File: src/rtl/demux_defs.vh
// Constants shared by the stream demux family: the dropped-beat counter's width and its saturation value.
`ifndef DEMUX_DEFS_VH
`define DEMUX_DEFS_VH

`define DEMUX_ERR_W   8
`define DEMUX_ERR_MAX 8'hFF

`endif

File: src/rtl/stream_demux_pkg.sv
// Shared types and helpers for stream_demux.
// The optional broadcast feature is enabled with STREAM_DEMUX_BCAST_EN.
`include "demux_defs.vh"

package stream_demux_pkg;

    localparam int ERR_W = `DEMUX_ERR_W;
    localparam logic [ERR_W-1:0] ERR_MAX = `DEMUX_ERR_MAX;

    // How the beat currently presented on the input is routed.
    typedef enum logic [1:0] {
        ROUTE_IDLE,
        ROUTE_UNICAST,
        ROUTE_DROP,
        ROUTE_BCAST
    } route_e;

    function automatic logic [ERR_W-1:0] sat_inc(input logic [ERR_W-1:0] value);
        return (value == ERR_MAX) ? value : value + 1'b1;
    endfunction

endpackage

File: src/rtl/stream_demux_if.sv
// Bus bundle between one producer, the demux and NCH consumers.
// in_bcast exists only when STREAM_DEMUX_BCAST_EN is defined.
interface stream_demux_if #(
    parameter int WIDTH = 8,
    parameter int NCH   = 8,
    parameter int SELW  = 3
);
    logic [WIDTH-1:0]     in_data;
    logic [SELW-1:0]      in_sel;
    logic                 in_valid;
    logic                 in_ready;
    logic [NCH*WIDTH-1:0] out_data;
    logic [NCH-1:0]       out_valid;
    logic [NCH-1:0]       out_ready;

`ifdef STREAM_DEMUX_BCAST_EN
    logic                 in_bcast;

    modport master (
        output in_data, in_sel, in_valid, in_bcast, out_ready,
        input  in_ready, out_data, out_valid
    );

    modport slave (
        input  in_data, in_sel, in_valid, in_bcast, out_ready,
        output in_ready, out_data, out_valid
    );
`else
    modport master (
        output in_data, in_sel, in_valid, out_ready,
        input  in_ready, out_data, out_valid
    );

    modport slave (
        input  in_data, in_sel, in_valid, out_ready,
        output in_ready, out_data, out_valid
    );
`endif

endinterface

File: src/rtl/stream_demux_slot.sv
// One output channel register: a full flag plus a data word held stable while full.
// Loading takes priority over draining so a slot can refill on the edge it empties.
module stream_demux_slot #(
    parameter int WIDTH = 8
) (
    input  logic             clk,
    input  logic             rst_n,
    input  logic             load,
    input  logic [WIDTH-1:0] load_data,
    input  logic             drain,
    output logic             full,
    output logic [WIDTH-1:0] data
);

    logic             full_reg;
    logic [WIDTH-1:0] data_reg;

    always_ff @(posedge clk or negedge rst_n) begin
        if (!rst_n) begin
            full_reg <= 1'b0;
            data_reg <= '0;
        end else if (load) begin
            full_reg <= 1'b1;
            data_reg <= load_data;
        end else if (drain) begin
            full_reg <= 1'b0;
        end
    end

    assign full = full_reg;
    assign data = data_reg;

endmodule

File: src/rtl/stream_demux.sv
// 1-to-NCH valid/ready stream demultiplexer with a one-entry register per channel.
// Define STREAM_DEMUX_BCAST_EN to add in_bcast, which loads every channel at once.
`include "demux_defs.vh"

module stream_demux
    import stream_demux_pkg::*;
#(
    parameter int WIDTH = 8,
    parameter int NCH   = 8,
    parameter int SELW  = 3
) (
    input  logic             clk,
    input  logic             rst_n,
    stream_demux_if.slave    bus,
    output logic [ERR_W-1:0] err_cnt
);

    if (SELW != $clog2(NCH) || NCH < 2) begin : g_param_check
        $error("stream_demux: NCH must be >= 2 and SELW must equal $clog2(NCH)");
    end

    localparam logic [SELW:0] NCH_W = (SELW + 1)'(NCH);

    logic [NCH-1:0]       full;
    logic [NCH-1:0]       slot_ready;
    logic [NCH-1:0]       load;
    logic [NCH*WIDTH-1:0] data_flat;
    logic [2**SELW-1:0]   ready_pad;
    logic                 sel_ok;
    logic                 bcast;
    logic                 ready_int;
    logic                 accept;
    route_e               route;
    logic [ERR_W-1:0]     err_cnt_reg;

`ifdef STREAM_DEMUX_BCAST_EN
    assign bcast = bus.in_valid & bus.in_bcast;
`else
    assign bcast = 1'b0;
`endif

    assign sel_ok = ({1'b0, bus.in_sel} < NCH_W);

    // Padded so that an out-of-range select never indexes past the slot vector.
    always_comb begin
        ready_pad = '0;
        ready_pad[NCH-1:0] = slot_ready;
    end

    always_comb begin
        route = ROUTE_IDLE;
        if (bus.in_valid) begin
            if (bcast)
                route = ROUTE_BCAST;
            else if (sel_ok)
                route = ROUTE_UNICAST;
            else
                route = ROUTE_DROP;
        end
    end

    // Dropped beats are always taken; a broadcast waits for every slot to have room.
    always_comb begin
        ready_int = 1'b1;
        if (bcast)
            ready_int = &slot_ready;
        else if (sel_ok)
            ready_int = ready_pad[bus.in_sel];
    end

    assign accept       = bus.in_valid & ready_int;
    assign bus.in_ready = ready_int;

    for (genvar gi = 0; gi < NCH; gi++) begin : g_slot
        assign slot_ready[gi] = ~full[gi] | bus.out_ready[gi];
        assign load[gi] = accept &
                          ((route == ROUTE_BCAST) ||
                           ((route == ROUTE_UNICAST) && (bus.in_sel == SELW'(gi))));

        stream_demux_slot #(
            .WIDTH (WIDTH)
        ) u_slot (
            .clk       (clk),
            .rst_n     (rst_n),
            .load      (load[gi]),
            .load_data (bus.in_data),
            .drain     (bus.out_ready[gi]),
            .full      (full[gi]),
            .data      (data_flat[gi*WIDTH +: WIDTH])
        );
    end

    always_ff @(posedge clk or negedge rst_n) begin
        if (!rst_n)
            err_cnt_reg <= '0;
        else if (accept && route == ROUTE_DROP)
            err_cnt_reg <= sat_inc(err_cnt_reg);
    end

    assign err_cnt       = err_cnt_reg;
    assign bus.out_valid = full;
    assign bus.out_data  = data_flat;

endmodule
File: src/flat_wrapper.sv
// flat-port wrapper written by rule: the top's interface ports become plain ports
module stream_demux_flat import stream_demux_pkg::*;
#(
    parameter int WIDTH = 8,
    parameter int NCH   = 8,
    parameter int SELW  = 3
)
  (clk, rst_n, err_cnt, bus_in_data, bus_in_sel, bus_in_valid, bus_out_ready, bus_in_ready, bus_out_data, bus_out_valid);
  stream_demux_if #(.WIDTH(WIDTH), .NCH(NCH), .SELW(SELW)) bus_i ();
  input  logic clk;
  input  logic rst_n;
  output logic [ERR_W-1:0] err_cnt;
  input wire logic [$bits(bus_i.in_data)-1:0] bus_in_data;
  input wire logic [$bits(bus_i.in_sel)-1:0] bus_in_sel;
  input wire logic [$bits(bus_i.in_valid)-1:0] bus_in_valid;
  input wire logic [$bits(bus_i.out_ready)-1:0] bus_out_ready;
  output wire logic [$bits(bus_i.in_ready)-1:0] bus_in_ready;
  output wire logic [$bits(bus_i.out_data)-1:0] bus_out_data;
  output wire logic [$bits(bus_i.out_valid)-1:0] bus_out_valid;
  assign bus_i.in_data = bus_in_data;
  assign bus_i.in_sel = bus_in_sel;
  assign bus_i.in_valid = bus_in_valid;
  assign bus_i.out_ready = bus_out_ready;
  assign bus_in_ready = bus_i.in_ready;
  assign bus_out_data = bus_i.out_data;
  assign bus_out_valid = bus_i.out_valid;
  stream_demux #(.WIDTH(WIDTH), .NCH(NCH), .SELW(SELW)) u_core (.clk(clk), .rst_n(rst_n), .bus(bus_i), .err_cnt(err_cnt));
endmodule
File: config.mk
export PLATFORM = sky130hd
export DESIGN_NAME = stream_demux_flat
export DESIGN_NICKNAME = d
export VERILOG_FILES = /design/src/rtl/stream_demux_pkg.sv /design/src/rtl/stream_demux_if.sv /design/src/rtl/stream_demux_slot.sv /design/src/rtl/stream_demux.sv /design/src/flat_wrapper.sv
export VERILOG_INCLUDE_DIRS = /design/src /design/src/rtl
export SDC_FILE = /design/constraint.sdc
export NUM_CORES = 1
export LEC_CHECK = 0
export ABC_AREA = 1
export CORE_MARGIN = 5
export CORE_UTILIZATION = 49
export DETAILED_ROUTE_END_ITERATION = 6
export MAX_ROUTING_LAYER = met4
export PLACE_DENSITY = 0.85
export REMOVE_ABC_BUFFERS = 1
export SYNTH_ARGS = -nofsm -noshare
export SYNTH_HDL_FRONTEND = slang
export SYNTH_SLANG_ARGS = --single-unit
File: constraint.sdc
create_clock -name clk -period 3.65 [get_ports clk]
set_input_delay 0.5475 -clock clk [delete_from_list [all_inputs] [get_ports clk]]
set_output_delay 0.5475 -clock clk [all_outputs]
set_load 0.02 [all_outputs]
# Yosys cells after proc, flatten, opt, wreduce, memory -nomap -nowiden
# Cells that the tools add are included.
totals:
  wordCells: 102
  inputBits: 22
  regBits: 80
  out_inout_bits: 81
classes:
  bitwise: 26
  n_addsub: 1
  reduce_logical: 27
  magnitude_cmp: 1
  n_mux: 19
  eq_ne: 11
ops:
  columns: ["cell", "n"]
  rows:
  - ["$mux W1", 18]
  - ["$reduce_bool A2 Y1", 8]
  - ["$eq A3 B3 Y1 const B", 4]
  - ["$and A1 B1 Y1", 9]
  - ["$logic_and A1 B1 Y1", 9]
  - ["$not A1 Y1", 9]
  - ["$add A8 B1 Y8 const B", 1]
  - ["$eq A8 B8 Y1 const B", 1]
  - ["$logic_or A1 B1 Y1", 8]
  - ["$or A1 B1 Y1", 8]
  - ["$eq A3 B2 Y1 const B", 2]
  - ["$eq A1 B2 Y1 const B", 2]
  - ["$lt A3 B4 Y1 const B", 1]
  - ["$bmux W1 S3", 1]
  - ["$eq A3 B1 Y1 const B", 1]
  - ["$logic_not A3 Y1", 1]
  - ["$reduce_and A2 Y1", 1]
  - ["$eq A1 B1 Y1 const B", 1]

# Logic depth before layout (Yosys ltp)
depth:
  word_depth: 7
  depth_mapped: 10
  depth_no_buf: 9

# Modules after synthesis
# From an unflattened synthesis, not the netlist that was laid out.
hier_totals:
  hier_cells: 368
  hier_area_um2: 3057.9
modules_own_cells:
  columns: ["module", "n_inst", "cells_each", "area_per_inst_um2", "seq_area_each_um2"]
  rows:
  - ["stream_demux_slot", 8, 38, 341.6, 225.2]
  - ["stream_demux", 1, 64, 325.3, 0.0]

# Least setup slack after synthesis
# OpenSTA, ideal clock, no wires.
synth_timing:
  kind: "input-to-output"
  from: "input port bus_in_sel[1]"
  to: "output port bus_in_ready"
  n_path_buf: 1
  cell_stages: 6
  setup_slack_ps: 1857
  arrival_ps: 1246
  t_required_ps: 3102
  cell_sequence: "inv_1 -> nor2_1 -> nand2_1 -> nand3_1 -> nand2_2 -> buf_4"
synth_via:
  elab_chain_len: 2
synth_lines:
  columns: ["item", "line_no", "rtl"]
  rows:
  - ["start, declared", "flat_wrapper.sv:14", "input wire logic [$bits(bus_i.in_sel)-1:0] bus_in_sel;"]
  - ["$bmux W1 S3", "stream_demux.sv:68", "ready_int = ready_pad[bus.in_sel];"]
  - ["$mux W1 (not written as such)", "stream_demux.sv:68", null]
  - ["end, declared", "flat_wrapper.sv:17", "output wire logic [$bits(bus_i.in_ready)-1:0] bus_in_ready;"]
# No other way between the ends. The select of a mux whose other input is x is not followed.

# Worst setup path in the final report
# Ends and elaborated chain as after synthesis.

==> results.md <==
- Row cnt: 29
- Crit path kind: input pin to primary output
- Clock slew at reported path FFs: 0.07 ns
- Global route overflow: 0
- P_sw: 0.000797 W
- Die area: ~8000 um2
- Gate power share: 30.3%
- Vias in the first global route: 2,552
- Slew Limit Fails: 0
- Final HPWL DP: 5720 um
- Routed vias: 2,648
- CP required: 3.10 ns
- I/O Buffers: 94
- CTS Buf Count: 9
- Slew at the pin closest to its max-slew limit: 0.886 ns
- Via density: 5.23
- Worst Setup End Kind: primary output
- Ys Warns: 0
- Sequential Power Share: between 40% and 50%
- Routability cong.: 0.834
- Post-Syn Area per Cell: 9.22 um2
- Drt pass-1 iters: 4
- Max reg flops: between 60 and 70
- Register area share after synthesis: ~58%
- Largest net degree at the start of global routing: 73
- Area Growth Syn to Fin: 35.5%
- Arr. time, crit path: 2.29 ns
- Final wirelength: roughly 8100 um
- CP max FO: 6
- Remaining DRCs: 0
- Fillers: 531
- RSZ-0062 raised after global routing: false
- Net count, final: 446
- Most common cell after layout, fill and taps aside: nand2_1
- Top-area cell type share of the netlist area: between 50 and 60%
- Mapped Area: approximately 3100 um2
- # hold bufs at CTS: 0
- Max VDD drop: around 0.37 mV
- Antenna violations before repair: 0
- Status: finished, final reports clean
- Clk Latency, worst-skew pair: 0.33 ns
- Synth area leader: dfrtp_1
- Routed Antenna Nets: 0
- Initial cell density of the core: 49.5%
- Final hold violation count: 0
- Tot Pwr: 0.00254 W
- Max cap viols: 0
- Cell variety after synth: 19
- Max Fclk: 353 MHz
- FF+latch area: 1800 um2
- H-tree Lvls: 3
- Layout cells sized above 1: 7.23%
- CTS Sinks: 72
- Top post-synthesis cells by area: dfrtp_1 58%, nand2_1 14%, nand4_1 6.4%
- Hold Path Class: input pin to async pin
- Setup-failing EPs final: 0
- PD cells: 604 nW/um2
- CTS resizes: 0
- Int Power: 0.00175 W
- DR iter-0 viols: 220
- Period utilization: around 78%
- Static leakage: 2.07 nW
- CTS tree: done
- Antenna Cells: 0
- Clock Tree Root: clkbuf_8
- Setup TNS: 0 ns
- Synth Register Bits: 72
- Slew Limit Headroom: 40.9%
- Net Sw Frac: 31.4%
- Most frequent cells in the layout: 115 x nand2_1, 93 x clkdlybuf4s50_1, 72 x dfrtp_1, 32 x o21ai_0, 32 x nand4_1
- Multi-input gate area: 1050 um2
- Die H: 89.6 um
- GRT Total Usage: 21.3%
- Post CTS Setup Buffer Count: 0
- Core Area: 6280 um2
- Wire per inst: 16.0 um
- Fin crit period: roughly 2.8 ns
- Global-route wire length before repair: ~13,000 um
- CP Launch Type: input pin
- Horiz. Die Dim: 89.6 um
- Part of the power in the clock network: 28.5%
- Max Buffers Root-to-Sink: 2
- I/O pins: 103
- Post-synthesis cell count: 337
- Clk_skew: 0.00837 ns
==> cells by family after synthesis <==
kind of cell | synth area share [%]
other | 0.121
and+or+nand+nor | 27.1
DFF | 58.0
buffers and inverters | 9.22
AOI/OAI and AO/OA | 5.64
==> per-layer routing <==
metal | global-route usage, % | part of all wire [%] | up-vias
met5 | - | 0 | -
met4 | 7.31 | 1.2 | 0
met3 | 4.20 | 7.0 | 9
met2 | 33.9 | 49 | 95
met1 | 27.2 | 43 | 1285
li1 | - | - | 1259
==> power by group through the flow <==
stage | clock network (W) | registers (W) | logic (W)
after floorplan | 0 | 0.00124 | 0.000152
after global placement | 0 | 0.00106 | 0.000759
after detailed placement | 0 | 0.00106 | 0.000776
after CTS | 0.000730 | 0.00105 | 0.000780
after global routing | 0.000774 | 0.00107 | 0.000826
final | 0.000724 | 0.00105 | 0.000770
==> worst max-delay path, stage by stage <==
cell and delay (ns):
clkdlybuf4s50_1 0.51, nand2_1 0.22, nor2_1 0.09, nor2_1 0.12, nand3_1 0.10, nand2_2 0.09
clkdlybuf4s50_1 0.61
==> cells in the mapped netlist <==
| cell | number |
|---|---|
| nor2_1 | 16 |
| nand3_2 | 4 |
| o21ai_0 | 32 |
| nor3_2 | 1 |
| inv_1 | 20 |
| nand2_1 | 115 |
| clkbuf_1 | 3 |
| nand4_2 | 4 |
| inv_2 | 2 |
| buf_4 | 19 |
| nand2_2 | 2 |
| o21ai_1 | 3 |
| nand3_1 | 5 |
| nor2_4 | 1 |
| buf_6 | 4 |
| dfrtp_1 | 72 |
| nand4_1 | 32 |
| conb_1 | 1 |
| buf_2 | 1 |
==> layout make-up <==
class	count	share of cell area [%]
Clock buffer	14	4.10
Clock inverter	2	1.43
Inverter	22	1.96
Multi-Input combinational cell	223	24.8
Sequential cell	72	42.8
Tap cell	77	2.29
Timing Repair Buffer	96	22.6
==> path summary, 6_finish.rpt <==
kind	slack (ns)	depth (start not counted)	startpoint	to
max	0.81	7	bus_in_sel[1]	bus_in_ready
max reg2reg	1.85	9	u_core.g_slot[3].u_slot.full$_DFFE_PN0P_	u_core.g_slot[6].u_slot.data[1]$_DFFE_PN0P_
max in group asynchronous	2.74	1	rst_n	u_core.g_slot[7].u_slot.full$_DFFE_PN0P_
min in group clk	0.47	2	u_core.g_slot[5].u_slot.data[2]$_DFFE_PN0P_	u_core.g_slot[5].u_slot.data[2]$_DFFE_PN0P_
min reg2reg	0.47	2	u_core.g_slot[5].u_slot.data[2]$_DFFE_PN0P_	u_core.g_slot[5].u_slot.data[2]$_DFFE_PN0P_
min	0.34	1	rst_n	u_core.g_slot[2].u_slot.data[2]$_DFFE_PN0P_
==> through the flow <==
stage          instance area [um2]  hold slack [ns]  util (%)  cells  setup slack [ns]
3_3_place_gp                  3980            0.454      63.4    490             0.896
2_1_floorplan                 2930            0.252         -    317              1.80
3_5_place_dp                  3980            0.457      63.4    490             0.850
4_1_cts                       4210            0.366      67.1    506             0.833
5_1_grt                       4210            0.411      67.1    506             0.729
6_report                      4210            0.345      67.1    506             0.813
Power figures use the tool's default switching activity.
